$ cat config.mk
export PLATFORM = sky130hd
export DESIGN_NAME = fetch_stage
export DESIGN_NICKNAME = d
export VERILOG_FILES = /design/src/rtl/fetch_pkg.sv /design/src/rtl/pc_reg.sv /design/src/rtl/fetch_stage.sv
export SDC_FILE = /design/constraint.sdc
export NUM_CORES = 1
export LEC_CHECK = 0
export CORE_MARGIN = 10
export CORE_UTILIZATION = 37
export CTS_BUF_LIST = sky130_fd_sc_hd__clkbuf_16
export CTS_CLUSTER_DIAMETER = 200
export CTS_CLUSTER_SIZE = 8
export DETAILED_ROUTE_END_ITERATION = 8
export PLACE_DENSITY = 0.69
export SLEW_MARGIN = 20
export SYNTH_ARGS = -nofsm -noshare
export SYNTH_HDL_FRONTEND = slang
export SYNTH_SLANG_ARGS = --single-unit
$ cat constraint.sdc
create_clock -name clk -period 2.3 [get_ports clk]
set_input_delay 0.69 -clock clk [delete_from_list [all_inputs] [get_ports clk]]
set_output_delay 0.69 -clock clk [all_outputs]
set_load 0.05 [all_outputs]
$ cat src/rtl/fetch_pkg.sv
// ============================================================================
// Module  : fetch_pkg
// Brief   : Shared fetch-stage types and constants (state encoding, NOP, reset PC).
// Rev     : 1.0 - initial release
// ============================================================================
`default_nettype none

package fetch_pkg;

    typedef enum logic [1:0] {
        ST_RUN    = 2'd0,
        ST_MISS   = 2'd1,
        ST_HALTED = 2'd2
    } fetch_state_t;

    localparam logic [15:0] NOP_INSTR = 16'h0800;
    localparam logic [15:0] RESET_PC  = 16'h0000;

endpackage

`default_nettype wire

$ cat src/rtl/pc_reg.sv
// ============================================================================
// Module  : pc_reg
// Brief   : 16-bit program counter register with sync reset value and write enable.
// Rev     : 1.0 - initial release
// ============================================================================
`default_nettype none

module pc_reg #(
    parameter logic [15:0] RESET_VAL = 16'h0000
) (
    input  logic        clk,
    input  logic        rst,
    input  logic        i_we,
    input  logic [15:0] i_d,
    output logic [15:0] o_q
);

    logic [15:0] r_q;

    always_ff @(posedge clk) begin
        if (rst) begin
            r_q <= RESET_VAL;
        end else if (i_we) begin
            r_q <= i_d;
        end
    end

    assign o_q = r_q;

endmodule

`default_nettype wire

$ cat src/rtl/fetch_stage.sv
// ============================================================================
// Module  : fetch_stage
// Brief   : Instruction fetch stage with IF/ID register, miss/halt handling.
//           Optional misaligned-redirect trap: FETCH_ALIGN_CHK_EN.
// Rev     : 1.0 - initial release
// ============================================================================
`default_nettype none

module fetch_stage
    import fetch_pkg::*;
(
    input  logic        clk,
    input  logic        rst,
    input  logic        stall,
    input  logic        PcSel,
    input  logic [15:0] BrTarget,
    input  logic        Halt,
    output logic [15:0] imem_addr,
    input  logic [15:0] imem_data,
    input  logic        imem_rdy,
    output logic [15:0] IfId_Instr,
    output logic [15:0] IfId_PcPlus2,
    output logic        IfId_Valid,
    output logic        Halted,
    output logic        Err
);

    fetch_state_t r_state;
    fetch_state_t w_state_nxt;
    logic [15:0]  w_pc;
    logic [15:0]  w_pc_plus2;
    logic         w_pc_we;
    logic [15:0]  w_pc_d;
    logic [15:0]  w_instr_d;
    logic [15:0]  w_pp2_d;
    logic         w_valid_d;
`ifdef FETCH_ALIGN_CHK_EN
    logic         w_err_set;
    logic         r_err;
`endif

    pc_reg #(
        .RESET_VAL (RESET_PC)
    ) u_pc_reg (
        .clk  (clk),
        .rst  (rst),
        .i_we (w_pc_we),
        .i_d  (w_pc_d),
        .o_q  (w_pc)
    );

    assign imem_addr  = w_pc;
    assign w_pc_plus2 = w_pc + 16'd2;

    always_ff @(posedge clk) begin
        if (rst) begin
            r_state      <= ST_RUN;
            IfId_Instr   <= NOP_INSTR;
            IfId_PcPlus2 <= 16'h0000;
            IfId_Valid   <= 1'b0;
        end else begin
            r_state      <= w_state_nxt;
            IfId_Instr   <= w_instr_d;
            IfId_PcPlus2 <= w_pp2_d;
            IfId_Valid   <= w_valid_d;
        end
    end

    always_comb begin
        w_state_nxt = r_state;
        w_pc_we     = 1'b0;
        w_pc_d      = w_pc;
        w_instr_d   = IfId_Instr;
        w_pp2_d     = IfId_PcPlus2;
        w_valid_d   = IfId_Valid;
`ifdef FETCH_ALIGN_CHK_EN
        w_err_set   = 1'b0;
`endif
        case (r_state)
            ST_HALTED: begin
                // Frozen until reset.
            end
            default: begin
                if (Halt && IfId_Valid) begin
                    w_state_nxt = ST_HALTED;
                    w_instr_d   = NOP_INSTR;
                    w_valid_d   = 1'b0;
                end else if (PcSel) begin
                    w_instr_d = NOP_INSTR;
                    w_valid_d = 1'b0;
`ifdef FETCH_ALIGN_CHK_EN
                    if (BrTarget[0]) begin
                        w_err_set   = 1'b1;
                        w_state_nxt = ST_HALTED;
                    end else
`endif
                    begin
                        w_pc_we     = 1'b1;
                        w_pc_d      = BrTarget & 16'hFFFE;
                        w_state_nxt = ST_RUN;
                    end
                end else if (stall) begin
                    // Hold everything for decode.
                end else if (!imem_rdy) begin
                    w_state_nxt = ST_MISS;
                    w_instr_d   = NOP_INSTR;
                    w_valid_d   = 1'b0;
                end else begin
                    w_state_nxt = ST_RUN;
                    w_pc_we     = 1'b1;
                    w_pc_d      = w_pc_plus2;
                    w_instr_d   = imem_data;
                    w_pp2_d     = w_pc_plus2;
                    w_valid_d   = 1'b1;
                end
            end
        endcase
    end

    assign Halted = (r_state == ST_HALTED);

`ifdef FETCH_ALIGN_CHK_EN
    always_ff @(posedge clk) begin
        if (rst) begin
            r_err <= 1'b0;
        end else if (w_err_set) begin
            r_err <= 1'b1;
        end
    end
    assign Err = r_err;
`else
    assign Err = 1'b0;
`endif

endmodule

`default_nettype wire

==> flow_metrics.env <==
export IMPL_synth_top_area_cell="dfxtp_1"
export IMPL_grt_max_degree=31
export IMPL_cp_num_buf_inv=1
export IMPL_synth_ff_type="dfxtp_1"
export IMPL_busiest_layer="met2"
export IMPL_crit_chain="clkdlybuf4s50_1"
export IMPL_yosysMostFrequentCell="dfxtp_1"
export IMPL_setup_viol=0
export IMPL_slowest_stage="clkdlybuf4s50_1"
export IMPL_use_met1_pct=16.2
export IMPL_arrival_ns=1.44
export IMPL_synth_edf_count=0
export IMPL_synth_top_area_share_pct=41.2
export IMPL_ys_seq_area_share_pct=41.2
export IMPL_hpwlAfterDp_um=5240
export IMPL_grt_pass1_wl_um=11200
export IMPL_final_setup_tns_ns=0
export IMPL_relSlewSlack_pct=63.4
export IMPL_skew_ns=0.00425
export IMPL_cts_root_buf="clkbuf_16"
export IMPL_port_buffers=84
export IMPL_die_area_mm2=0.0101
export IMPL_initial_utilization_pct=37.8
export IMPL_total_power_mw=2.11
export IMPL_crit_path_end_kind="primary output"
export IMPL_tightest_slew_ns=0.549
export IMPL_tritoncts="yes"
export IMPL_via_count=2307
export IMPL_drc=0
export IMPL_grt_use_met2_pct=22.1
export IMPL_hold_buffers=0
export IMPL_syn_area_mm2=0.00238
export IMPL_clock_path_buffers=2
export IMPL_clock_latency_ns=0.28
export IMPL_synth_common_cells="dfxtp_1, nor2_1, a22oi_1, nand2_1, a21oi_1"
export IMPL_grtUsageTotal_pct=13.3
export IMPL_rsz0062_at_grt="no"
export IMPL_fp_dieW_um=100
export IMPL_clk_pin_slew_ns=0.06
export IMPL_postCtsSetupBuffers=0
export IMPL_cts_resized=0
export IMPL_first_global_vias=2249
export IMPL_fin_crit_ns=2.13
export IMPL_path_delay_family="buffers and inverters"
export IMPL_insertedDiodeCount=0
export IMPL_placementRows=29
export IMPL_path_max_fanout=2
export IMPL_cts_num_sinks=49
export IMPL_viasPerCell=5.26
export IMPL_grt_overflow_total=0
export IMPL_cts_made_buffers=5
export IMPL_use_met3_pct=3.64
export IMPL_avgSynthCellArea_um2=8.60
export IMPL_initialDrtViolationCount=156
export IMPL_ys_top_cells_by_area="dfxtp_1, nor2_1, a22oi_1, a211oi_1, nand2_1"
export IMPL_drv_cap=0
export IMPL_cp_slowest_stage_delay_ns=0.83
export IMPL_drtAntennaViolNets=0
export IMPL_dp_cells=432
export IMPL_slew_violations=0
export IMPL_ys_warn_count=0
export IMPL_critPathKind="flop to primary output"
export IMPL_firstDrtPassIters=4
export IMPL_synth_cells=277
export IMPL_hold_viol_final=0
export IMPL_hold_path_class="flop to flop"
export IMPL_fmax_mhz=468
export IMPL_htreeDepth=2
export IMPL_core_area_mm2=0.00631
export IMPL_status="complete, no violations"
export IMPL_period_share_pct=92.8
export IMPL_layout_cells_non_filler=439
export IMPL_syn2layout_area_growth_pct=44.0
export IMPL_synth_seq_cells=49
export IMPL_wl_per_cell_um=15.9
export IMPL_yosysUniqueCellTypes=49
export IMPL_vdd_drop_max_mv=0.555
export IMPL_die_h_um=100
export IMPL_fin_util_pct=54.4
export IMPL_antenna_found_initial=0
export IMPL_gp_congestion=0.846
export IMPL_power_density_mw_per_mm2=615
export IMPL_crit_path_start_kind="flop"
export IMPL_boundaryPins=89
export IMPL_ys_async_sr_fraction_pct=0
export IMPL_drive_above_1_share_pct=15.2
export IMPL_required_ns=1.61
export IMPL_nets=401
export IMPL_leakage_nw=1.27
export IMPL_drt_total_wl_um=6970
==> where the power goes <==
group	leakage, nW	internal [mW]	switching (mW)
logic	0.811	0.197	0.288
registers	0.400	0.889	0.0432
clock network	0.0633	0.393	0.301
total	1.27	1.48	0.633
==> registers in the layout (all words and copies together) (netlist names) <==
| register | flops |
|---|---|
| IfId_Instr | 16 |
| IfId_PcPlus2 | 15 |
| u_pc_reg.o_q | 15 |
| r_state | 2 |
| IfId_Valid | 1 |
==> layout by cell type (no fill, tap or decap), types with 3 or more instances in the layout <==
cell / count
clkdlybuf4s50_1: 66
xnor2_1: 6
nand4_1: 4
clkbuf_16: 5
nand3_1: 7
nand3b_1: 3
dfxtp_1: 49
nand2_1: 19
xor2_1: 6
conb_1: 3
a21oi_1: 14
a211oi_1: 12
a31oi_1: 7
o21ai_0: 9
and3_1: 4
a22oi_1: 19
or3_1: 4
nor3_1: 3
nand2b_1: 6
buf_4: 35
nor2_1: 39
==> logic make-up after synthesis <==
group | count (synthesis) | synth area share [%]
AOI/OAI and AO/OA | 78 | 22.4
xor gates and xnor gates | 12 | 4.41
adders and majority gates | 1 | 0.525
buffers and inverters | 30 | 7.03
DFF | 49 | 41.2
muxes | 2 | 0.892
other | 1 | 0.157
and+or+nand+nor | 104 | 23.4
==> final timing paths <==
| check | from | end | slack [ns] | depth (start not counted) |
|---|---|---|---|---|
| min | IfId_PcPlus2[2] | IfId_PcPlus2[2] | 0.46 | 2 |
| max reg2reg | u_pc_reg.o_q[8] | u_pc_reg.o_q[15] | 0.49 | 4 |
| max | IfId_PcPlus2[12] | IfId_PcPlus2[12] | 0.17 | 1 |
| min reg2reg | IfId_PcPlus2[2] | IfId_PcPlus2[2] | 0.46 | 2 |
==> metal layers <==
| layer | up-vias | part of all wire [%] |
|---|---|---|
| li1 | 1167 | - |
| met1 | 1075 | 45 |
| met2 | 55 | 49 |
| met3 | 10 | 5.3 |
| met4 | 0 | 1.4 |
| met5 | - | 0 |
==> layout make-up <==
| type | count | area [µm²] |
|---|---|---|
| Tap cell | 77 | 96.3 |
| Clock buffer | 5 | 125 |
| Fill cell | 612 | 2880 |
| Timing Repair Buffer | 104 | 968 |
| Sequential cell | 49 | 981 |
| Clock inverter | 2 | 11.3 |
| Inverter | 2 | 7.51 |
| Multi-Input combinational cell | 200 | 1240 |
==> stage by stage <==
stage	setup slack [ns]	cell area (µm²)	hold WS, ns
finish	0.165	3430	0.464
CTS	0.151	3430	0.472
detailed placement	-0.0851	3300	0.459
global placement	-0.0692	3300	0.451
floorplan	0.246	2390	0.450
global route	0.00572	3430	0.493
No activity file was read; power rests on OpenSTA's default activity.
